## config.mk

```make
export PLATFORM = sky130hd
export DESIGN_NAME = cpu64_l2_probe_sched
export DESIGN_NICKNAME = d
export VERILOG_FILES = /design/src/rtl/cpu64_l2_probe_sched.sv
export SDC_FILE = /design/constraint.sdc
export NUM_CORES = 1
export LEC_CHECK = 0
export CAP_MARGIN = 20
export CORE_MARGIN = 3
export CORE_UTILIZATION = 40
export CTS_CLUSTER_SIZE = 8
export DETAILED_ROUTE_END_ITERATION = 10
export PLACE_DENSITY = 0.84
export RECOVER_POWER = 50
export SYNTH_ARGS = -nofsm -noshare
export SYNTH_HDL_FRONTEND = slang
export SYNTH_SLANG_ARGS = --single-unit
export TNS_END_PERCENT = 50
```

## constraint.sdc

```tcl
create_clock -name clk_i -period 2.4 [get_ports clk_i]
set_clock_uncertainty 0.2 [all_clocks]
set_input_delay 0.48 -clock clk_i [delete_from_list [all_inputs] [get_ports clk_i]]
set_output_delay 0.48 -clock clk_i [all_outputs]
set_load 0.01 [all_outputs]
```

## src/rtl/cpu64_l2_probe_sched.sv

```systemverilog
`default_nettype none
// ============================================================================
// Module   : cpu64_l2_probe_sched
// Brief    : L2 probe-round scheduler. Issues TileLink B-channel Probe
//            messages to a masked set of L1 clients (lowest index first),
//            collects ProbeAck/ProbeAckData responses, flags dirty data and
//            spurious acks, and pulses done when every client has answered.
// Revision : 1.0 - initial release
// ============================================================================
module cpu64_l2_probe_sched #(
  parameter int CORES  = 4,
  parameter int ADDR_W = 64
) (
  input  logic                     clk_i,
  input  logic                     rst_ni,
  // Probe-round request
  input  logic                     start_i,
  input  logic [CORES-1:0]         start_mask_i,
  input  logic [ADDR_W-1:0]        start_addr_i,
  input  logic [1:0]               start_param_i,
  output logic                     start_ready_o,
  // B channel
  output logic                     b_valid_o,
  input  logic                     b_ready_i,
  output logic [2:0]               b_opcode_o,
  output logic [1:0]               b_param_o,
  output logic [ADDR_W-1:0]        b_address_o,
  output logic [$clog2(CORES)-1:0] b_dest_o,
  // Acks already accepted on the C channel
  input  logic                     ack_valid_i,
  input  logic [$clog2(CORES)-1:0] ack_id_i,
  input  logic                     ack_data_i,
  // Status
  output logic                     busy_o,
  output logic [CORES-1:0]         pending_o,
  output logic                     done_o,
  output logic                     dirty_o,
  output logic                     err_o
);

  localparam int       DEST_W    = $clog2(CORES);
  localparam logic [2:0] OPC_PROBE = 3'd6;

  typedef enum logic [1:0] {
    S_IDLE = 2'd0,
    S_SEND = 2'd1,
    S_WAIT = 2'd2,
    S_DONE = 2'd3
  } state_t;

  state_t              state_q, state_d;
  logic [CORES-1:0]    to_send_q, to_send_d;
  logic [CORES-1:0]    pending_q, pending_d;
  logic [ADDR_W-1:0]   addr_q, addr_d;
  logic [1:0]          param_q, param_d;
  logic                dirty_q, dirty_d;

  logic [DEST_W-1:0]   dest;
  logic                accept;
  logic                b_hs;
  logic                ack_ok;
  logic [CORES-1:0]    sent_oh;
  logic [CORES-1:0]    ack_oh;

  // Lowest-index outstanding probe target; only changes on a handshake, so
  // it is stable while the B beat is stalled.
  always_comb begin
    dest = '0;
    for (int i = CORES - 1; i >= 0; i--) begin
      if (to_send_q[i]) dest = DEST_W'(i);
    end
  end

  // Handshake and ack qualification; an ack for a core whose probe has not
  // yet left (including one leaving this very cycle) counts as spurious.
  always_comb begin
    accept  = start_i && (state_q == S_IDLE);
    b_hs    = (state_q == S_SEND) && b_ready_i;
    ack_ok  = ack_valid_i && pending_q[ack_id_i] && !to_send_q[ack_id_i] &&
              ((state_q == S_SEND) || (state_q == S_WAIT));
    sent_oh = '0;
    sent_oh[dest] = b_hs;
    ack_oh  = '0;
    ack_oh[ack_id_i] = ack_ok;
  end

  // Next-state and datapath update for the probe round.
  always_comb begin
    state_d   = state_q;
    to_send_d = to_send_q;
    pending_d = pending_q;
    addr_d    = addr_q;
    param_d   = param_q;
    dirty_d   = dirty_q;

    if (ack_ok && ack_data_i) dirty_d = 1'b1;

    unique case (state_q)
      S_IDLE: begin
        if (accept) begin
          addr_d    = start_addr_i;
          param_d   = start_param_i;
          to_send_d = start_mask_i;
          pending_d = start_mask_i;
          dirty_d   = 1'b0;
          state_d   = (start_mask_i == '0) ? S_DONE : S_SEND;
        end
      end
      S_SEND: begin
        to_send_d = to_send_q & ~sent_oh;
        pending_d = pending_q & ~ack_oh;
        if (to_send_d == '0) begin
          state_d = (pending_d == '0) ? S_DONE : S_WAIT;
        end
      end
      S_WAIT: begin
        pending_d = pending_q & ~ack_oh;
        if (pending_d == '0) state_d = S_DONE;
      end
      S_DONE: begin
        state_d = S_IDLE;
      end
      default: state_d = S_IDLE;
    endcase
  end

  // State and round-context registers; reset aborts any round in flight.
  always_ff @(posedge clk_i or negedge rst_ni) begin
    if (!rst_ni) begin
      state_q   <= S_IDLE;
      to_send_q <= '0;
      pending_q <= '0;
      addr_q    <= '0;
      param_q   <= '0;
      dirty_q   <= 1'b0;
    end else begin
      state_q   <= state_d;
      to_send_q <= to_send_d;
      pending_q <= pending_d;
      addr_q    <= addr_d;
      param_q   <= param_d;
      dirty_q   <= dirty_d;
    end
  end

  assign start_ready_o = (state_q == S_IDLE);
  assign b_valid_o     = (state_q == S_SEND);
  assign b_opcode_o    = OPC_PROBE;
  assign b_param_o     = param_q;
  assign b_address_o   = addr_q;
  assign b_dest_o      = dest;
  assign busy_o        = (state_q != S_IDLE);
  assign pending_o     = pending_q;
  assign done_o        = (state_q == S_DONE);
  assign dirty_o       = dirty_q;
  assign err_o         = ack_valid_i && !ack_ok;

endmodule
`default_nettype wire

```

======== Word-level counts from Yosys, hierarchy flattened ========
Index checks and enable logic that the tools add are counted.
storage, ports and cells
  register bits ........................... 77
  input bits .............................. 78
  output and inout bits ................... 81
  logic and storage cells ................. 70
operators by class
  magnitude comparators ................... 4
  eq/ne operators ......................... 6
  multiplexer cells ....................... 24
  bitwise gates (word level) .............. 6
  reduce and logical (&&, ||, !) cells .... 24
operators by type and width
  kind                                                                                 number
  4-bit AND                                                                            4
  2-bit 2-to-1 mux                                                                     8
  4-bit case mux with 2 select lines                                                   2
  4-bit zero test                                                                      3
  1-bit logical AND                                                                    9
  1-bit 2-to-1 mux                                                                     8
  4-bit inverter                                                                       2
  2-bit case mux with 4 select lines                                                   1
  2-bit by 3-bit < comparator with 1-bit output, second input constant                 2
  2-bit by 1-bit inequality test with 1-bit output, second input constant              3
  2-bit AND reduction                                                                  3
  2-bit nonzero test                                                                   3
  1-bit binary-select mux with 2-bit select                                            2
  1-bit demux with 2-bit select                                                        2
  2-bit equality test, second input constant                                           2
  2-bit by 1-bit greater-or-equal comparator with 1-bit output, second input constant  2
  4-bit 2-to-1 mux                                                                     1
  3-bit AND reduction                                                                  1
  2-bit by 1-bit equality test with 1-bit output, second input constant                1
  1-bit zero test                                                                      2
  2-bit zero test                                                                      1
  2-bit OR reduction                                                                   1
  1-bit logical OR                                                                     1

======== Longest topological paths before layout ========
  depth after elaboration ................. 14
  gate-level depth with buffers ........... 8
  mapped depth without buffers ............ 7

======== Worst setup path after synthesis ========
OpenSTA, ideal clock, no wires.
  kind .................................... register -> register
  start point ............................. reg state_q[0]
  end point ............................... reg state_q[1]
  setup time .............................. 0.079 ns
  arrival time ............................ 1.700 ns
  required time ........................... 2.121 ns
  path slack .............................. 0.420 ns
  stages on the path, launching flop included .. 8
  buffers on the path ..................... 0
  clock period less this slack ............ 1.980 ns
  path through ............................ dfrtp_1 -> inv_2 -> ha_1 -> nand3_2 -> o31ai_1 -> nand4_1 -> a211oi_2 -> mux2i_1
between the ends
  word-level cells in the longest chain between the ends .. 9
  elaborated cells between the ends (all ways) .. 21
  classes of those cells .................. 6 x eq/ne; 1 x mux; 6 x bitwise; 8 x reduce/logical
RTL lines
  item                                                                                   RTL line    RTL
  start: declaration                                                                     51          state_t state_q, state_d;
  start signal: assignment                                                               137         state_q <= state_d;
  2-bit by 1-bit equality test with 1-bit output or 2-bit equality test (tied branches)  78, 80, 98
  1-bit logical OR                                                                       80          ((state_q == S_SEND) || (state_q == S_WAIT));
  1-bit logical AND                                                                      79          ack_ok = ack_valid_i && pending_q[ack_id_i] && !to_send_q[ack_id_i] &&
  4-bit AND (no line)                                                                    -
  4-bit inverter                                                                         117         pending_d = pending_q & ~ack_oh;
  4-bit AND                                                                              117
  4-bit zero test                                                                        118         if (pending_d == '0) state_d = S_DONE;
  2-bit by 1-bit inequality test with 1-bit output (no line)                             -
  3-bit AND reduction (no line)                                                          -
Several ways; a longest one is shown, not always the timed one.
A chain may end at the register's enable or synchronous reset.

======== Worst setup path after layout ========
  start point ............................. reg state_q[0]
  end point ............................... out err_o
between the ends
  word-level cells in the longest chain between the ends .. 5
  elaborated cells between the ends (all ways) .. 6
  classes of those cells .................. 2 x eq/ne; 4 x reduce/logical
RTL lines
  item                                                                                   RTL line  RTL
  2-bit by 1-bit equality test with 1-bit output or 2-bit equality test (tied branches)  80
  1-bit logical OR *                                                                     80
  1-bit logical AND *                                                                    79
  1-bit zero test *                                                                      156       assign err_o = ack_valid_i && !ack_ok;
  1-bit logical AND *                                                                    156
  end: declaration                                                                       38        output logic err_o
Mark *: on every way between the ends. The rest lies on a longest branch, timed or not.

==> flow_summary.ini <==
[run_status]
outcome = completed

[layout]
area.growth.synth_to_final_pct = 57.94
multi_input_area_um2 = 1315
fillers = 647
fin_area_um2 = 5276
regArea_um2 = 1927
n_antenna_cell = 0
layout_commonest_cell = nand2_1
nNetsFinal = 630
layout-drive-gt1-share = 0.08530
mostFrequentLayoutCells = 201 x nand2_1, 150 x clkdlybuf4s50_1, 77 x dfrtp_1

[clock_network]
cts_sinks = 77
path_clk_slew_ns = 0.07
cts_tree = built
clock_latency_ns = 0.33
cts_setup_buffers = 0
cts-root-buf = clkbuf_8
cts_buffer_depth = 2
htree_levels = 3
cts_buffers = 9

[min_path]
hold_path_class = flip-flop to flip-flop
min_to = b_address_o[43]
worstHoldStart = b_address_o[43]
hold_path_depth = 2

[power]
powerDensity_nw_per_um2 = 1251
p_leak_nw = 2.520
ir_drop_mv = 0.6059
power_mw = 6.603

[worst_setup_path]
max_stage_delay_ns = 0.39
worstSetupPathType = flip-flop to output port
slowest_stage = dfrtp_1
endpoint_kind = output port
cp_data_arrival_time_ns = 1.70
r2r_slack_ns = 0.13
path_max_fanout = 6
start_kind = flip-flop
r2r-end = b_address_o[31]
rr_startpoint = state_q[0]
reg2reg_depth = 6
cp.required_ns = 1.72
crit_chain = inv_2 -> ha_4 -> nand2_1 -> a211oi_2 -> nor2b_1 -> dlygate4sd2_1

[global_routing]
grt_pass1_vias = 3259
grt_max_degree = 41
grt_usage = 0.2020
grt-ovfl-total = 0
antenna_found_initial = 0
grt_pass1_wl_um = 15700

[die]
die_w_um = 97.39
num_rows = 32
ios = 159
start_util = 0.4214
core_area_um2 = 7928
die_h_um = 97.39
die_area_um2 = 9484

[placement]
place_area_um2 = 5085
dp_hpwl_um = 6792
routabilityCongestion = 0.9239
preCtsSetupSlack_ns = -0.4358
portBuffers = 155

[detailed_routing]
wl_per_cell_um = 14.19
dr.pass1.iters = 4
via_per_inst = 4.813
postRouteAntennaNets = 0
drtIter0Drc = 108
vias = 3143
drt_wl_total_um = 9268
drcViolationCount = 0

[sta]
tns_ns = 0
finalCritPeriodShare = 0.9907
rsz0062_at_grt = true
worst_slew_pin_slew_ns = 0.9601
slew_violations = 0
worst_slack_ns = 0.02223
hold_viol = 0
fmax_ghz = 0.4206
setup_viol = 0
post-route-min-period_ns = 2.378
slew_headroom = 0.3600

[logic_synthesis]
synthCells = 385
yosys.cell_types.count = 42
synth.largest_area_cell = dfrtp_1
ys_seq_elements = 77
synth_flop_cell = dfrtp_1
synth_area_um2 = 3341
synth-edff-count = 0
yosysWarnings = 0
synth.top_cell.area_share = 0.5768
async_flop_share = 1.000
ys_seq_area_frac = 0.5768
synth_area_leaders = dfrtp_1 58%, nand2_1 23%, ha_1 1.5%
avgSynthCellArea_um2 = 8.677

[job]
max_cap_violations = 0
cell type report:
| class | count | share of cell area |
|---|---|---|
| multi-input cells | 279 | 0.2492 |
| repair buffers | 174 | 0.3227 |
| inverters | 7 | 0.004980 |
| clock buffers | 9 | 0.02348 |
| well taps | 102 | 0.02419 |
| flip-flops and latches | 77 | 0.3652 |
| clock inverters | 5 | 0.01020 |
flip-flops by register name, summed over array words and instances, names as in the netlist:
| signal | cells |
|---|---|
| b_address_o | 64 |
| pending_o | 4 |
| dirty_o | 1 |
| b_param_o | 2 |
| to_send_q | 4 |
| state_q | 2 |
worst max-delay path by stage:
stage	start	to	slack, ns
after floorplan	state_q[0]	state_q[1]	0.42
after global placement	ack_id_i[1]	err_o	-0.38
after detailed placement	ack_id_i[1]	err_o	-0.44
after CTS	state_q[1]	err_o	0.008
after global routing	state_q[1]	err_o	-0.09
final	state_q[0]	err_o	0.02
what timing repair did:
action,4_1_cts,5_1_grt
endpoints found under the hold margin,37,0
endpoints found under the setup margin,4,3
pin swaps,1,0
hold buffers,1,0
gates resized for setup,9,3
through the flow:
step	hold WS (ns)	cells	utilization
2_1_floorplan	-0.01559	386	-
3_3_place_gp	0.2563	638	0.6414
3_5_place_dp	0.2612	638	0.6414
4_1_cts	0.2796	653	0.6675
5_1_grt	0.2990	653	0.6656
6_report	0.2751	653	0.6656
metal layers:
| metal | vias up | track usage | routed length, µm |
|---|---|---|---|
| li1 | 1547 | - | - |
| met1 | 1470 | 0.2430 | 3878 |
| met2 | 112 | 0.3516 | 4562 |
| met3 | 14 | 0.05528 | 644 |
| met4 | 0 | 0.06283 | 182 |
| met5 | - | 0 | 0 |
synth_stat cells, drive strengths merged (3+ instances only):
cell type / instances
a211oi: 3
nor2: 8
o31ai: 3
o22ai: 3
nand2b: 5
nand2: 202
clkbuf: 10
o21ai: 8
dfrtp: 77
a22oi: 4
a21oi: 8
a31oi: 3
inv: 7
buf: 13
ha: 4
cell families (layout without fill, tap and decap cells):
family	Yosys count	in the layout	share of synthesized area
AO/OA/AOI/OAI	42	42	0.08839
AND/OR/NAND/NOR	229	229	0.2730
flip-flops	77	77	0.5768
adder cells (fa/ha/maj)	4	4	0.01498
buffers and inverters	30	195	0.04158
multiplexers	1	1	0.002996
other	2	3	0.002248
critical path: cells and delay by family (launching register included):
| kind | cells | cell delay (ns) |
|---|---|---|
| compound gates | 1 | 0.19 |
| fa+ha+maj | 1 | 0.28 |
| buf+inv | 2 | 0.37 |
| flops | 1 | 0.39 |
| simple gates | 2 | 0.15 |
power by group:
part           switching, mW  internal [mW]  total, mW  leakage [nW]
sequential             0.352           1.90       2.25         0.958
clock                  0.446          0.465      0.911        0.0947
combinational           1.65           1.79       3.44          1.47
Power figures use the tool's default switching activity.
==> edit: new RTL, config.mk and constraints unchanged <==
Register the output `err_o`, without a reset; this adds one clock of latency there. The other outputs are not delayed to match.
--- a/src/rtl/cpu64_l2_probe_sched.sv
+++ b/src/rtl/cpu64_l2_probe_sched.sv
@@ -153,7 +153,9 @@
   assign pending_o     = pending_q;
   assign done_o        = (state_q == S_DONE);
   assign dirty_o       = dirty_q;
-  assign err_o         = ack_valid_i && !ack_ok;
+  always_ff @(posedge clk_i) begin
+    err_o <= ack_valid_i && !ack_ok;
+  end
 
 endmodule
 `default_nettype wire
Check against the original RTL: not equivalent (a bounded check fails within 4 cycles, from zero or initial values and one cycle with rst_ni low).
==> edit against the unedited design <==
- total power rose by 1.5%
- worst setup slack improved by 0.063 ns
- die area rose by 0.57%
- cell area rose by 0.19%
- non-clock buffer count fell by 4
- sequential cell count rose by 1
- synthesized cell count rose by 0.26%
- routed wire length rose by 0.23%
- area after synthesis rose by 0.60%
- sequential share of layout area rose by 0.36 points
- hold slack improved by 0.0027 ns
- combinational power fell by 1%
- first-iteration DRC count rose by 48%
- largest power group unchanged
- highest routed layer unchanged
==> edit: results (changes against the unedited design) <==
INFO  logic_synthesis post_synth_main_area_contributors=dfrtp_1 57%, nand2_1 23%, ha_1 1.5%, a21oi_1 1.2%, clkbuf_1 1.1%
INFO  sta            tightest_slew=1.128ns [+0.1678 ns]
INFO  setup_path     timing.critical_path.max_delay_family=buffers and inverters
INFO  global_route   met3_usage=0.05599 [+0.0007179]
INFO  logic_synthesis synthArstFlopShare=0.9872 [-0.01282]
INFO  cells_and_area largest_register_ffs=64 [unchanged]
INFO  global_route   grt_use_met1=0.2503 [+0.007317]
INFO  setup_path     critical_path.max_fanout=11 [+5]
INFO  clock_network  worst_skew_pair.late_latency=0.34ns
INFO  power_and_ir_drop vdd.ir_drop.worst=0.0005227V [-14%]
INFO  drt            wl_met3=746um [+16%]
INFO  placed_design  placedInstanceArea=0.005062mm^2 [-0.44%]
INFO  setup_path     slowest_delay=0.53ns [+0.14 ns]
INFO  global_route   track_usage=0.1972 [-0.004809]
INFO  setup_path     crit_path_end=busy_o
INFO  drt            dr_total_vias=3141 [-0.064%]
INFO  global_route   grt_pass1_vias=3209 [-1.5%]
INFO  power_and_ir_drop netSwitchingPower=2469uW [+1.0%]
INFO  drt            detail_route.iter0.violations=160 [+48%]
INFO  sta            fmaxAchievable=0.4321GHz [+2.7%]
INFO  placed_design  dpl.hpwl=6.672mm [-1.8%]
INFO  logic_synthesis yosysSeqAreaShare=0.5793 [+0.002521]
INFO  global_route   maximum_number_of_pins_on_one_net_before_global_route_repair=44 [+7.3%]
INFO  cells_and_area final_cell_count_no_fill=652 [-0.15%]
INFO  cells_and_area final_layout_size_suffix_gt1_frac=0.07818 [-0.007118]
INFO  logic_synthesis post_synth.cell_area_avg=8.707um^2 [+0.34%]
INFO  clock_network  postCtsResizedCells=4 [-5]
INFO  run_status     outcome=completed
INFO  global_route   gr-usage-met2=0.3195 [-0.03216]
INFO  drt            top_signal_layer_used=met4
INFO  drt            route.final.wire_length=9.289mm [+0.23%]
INFO  global_route   global_route_wire_length_before_repair=15.37mm [-2.1%]
INFO  placed_design  place_congestion=0.9165 [-0.80%]
INFO  drt            route.met2.wl=4.427mm [-3.0%]
INFO  placed_design  place.detailed.instances=635 [-0.47%]
INFO  setup_path     flop_to_flop_setup_slack=0.18ns [+0.05 ns]
INFO  cells_and_area antennaDiodeCount=0 [unchanged]
INFO  clock_network  cts_hold_repair.buffers=1 [unchanged]
INFO  cells_and_area finalNetCount=627 [-0.48%]
INFO  setup_path     r2r_end=state_q[1]
INFO  placed_design  worst_slack_at_placement=-0.1020ns [+0.3337 ns]
INFO  logic_synthesis netlist-cell-type-count=43 [+2.4%]
INFO  setup_path     timing.critical_path.arrival=1.63ns [-0.07 ns]
INFO  setup_path     critical-path-slowest-cell=clkdlybuf4s50_1
INFO  setup_path     reg2regPathDepth=7 [+1]
INFO  power_and_ir_drop cellLeakagePower=0.002513uW [-0.26%]
[edit: cell types whose count changed in the layout (fill, tap and decap cells not counted), moves of 2 or more]
cell | unedited run | this run
buf_4 | 15 | 12
clkinv_2 | 3 | 0
dlygate4sd2_1 | 4 | 1
clkbuf_8 | 9 | 11
clkdlybuf4s50_1 | 150 | 152
clkinvlp_4 | 0 | 2
dfrtp_1 | 77 | 75
dfrtp_2 | 0 | 2
[edit: kinds of logic after synthesis]
group / after synthesis / synth area share
buf+inv: 30 / 0.04133
mux: 1 / 0.002979
fa+ha+maj: 4 / 0.01489
flops: 78 / 0.5793
other cells: 2 / 0.002235
compound gates: 42 / 0.08786
simple gates: 229 / 0.2714
[edit: how the worst min path moves through the flow]
stage	from	depth (start not counted)	endpoint	slack, ns
finish	b_address_o[30]	2	b_address_o[30]	0.28
floorplan	rst_ni	0	b_address_o[0]	-0.02
CTS	b_address_o[47]	2	b_address_o[47]	0.28
detailed placement	b_address_o[60]	2	b_address_o[60]	0.26
global route	b_address_o[62]	2	b_address_o[62]	0.30
global placement	b_address_o[13]	2	b_address_o[13]	0.26
[edit: power by group through the flow]
stage | registers, uW | logic (uW) | clock network, uW
2_1_floorplan | 2540 | 1300 | 0
3_5_place_dp | 2300 | 3390 | 0
6_report | 2300 | 3390 | 1020
3_3_place_gp | 2280 | 3300 | 0
5_1_grt | 2370 | 3700 | 1110
4_1_cts | 2290 | 3440 | 1040
[edit: cell type report]
cell class,count,area (um^2)
Tap cell,102,127.6
Inverter,7,26.28
Sequential cell,78,1949
Timing Repair Buffer,170,1675
Clock inverter,4,53.80
Fill cell,632,2641
Multi-Input combinational cell,279,1299
Clock buffer,12,155.1
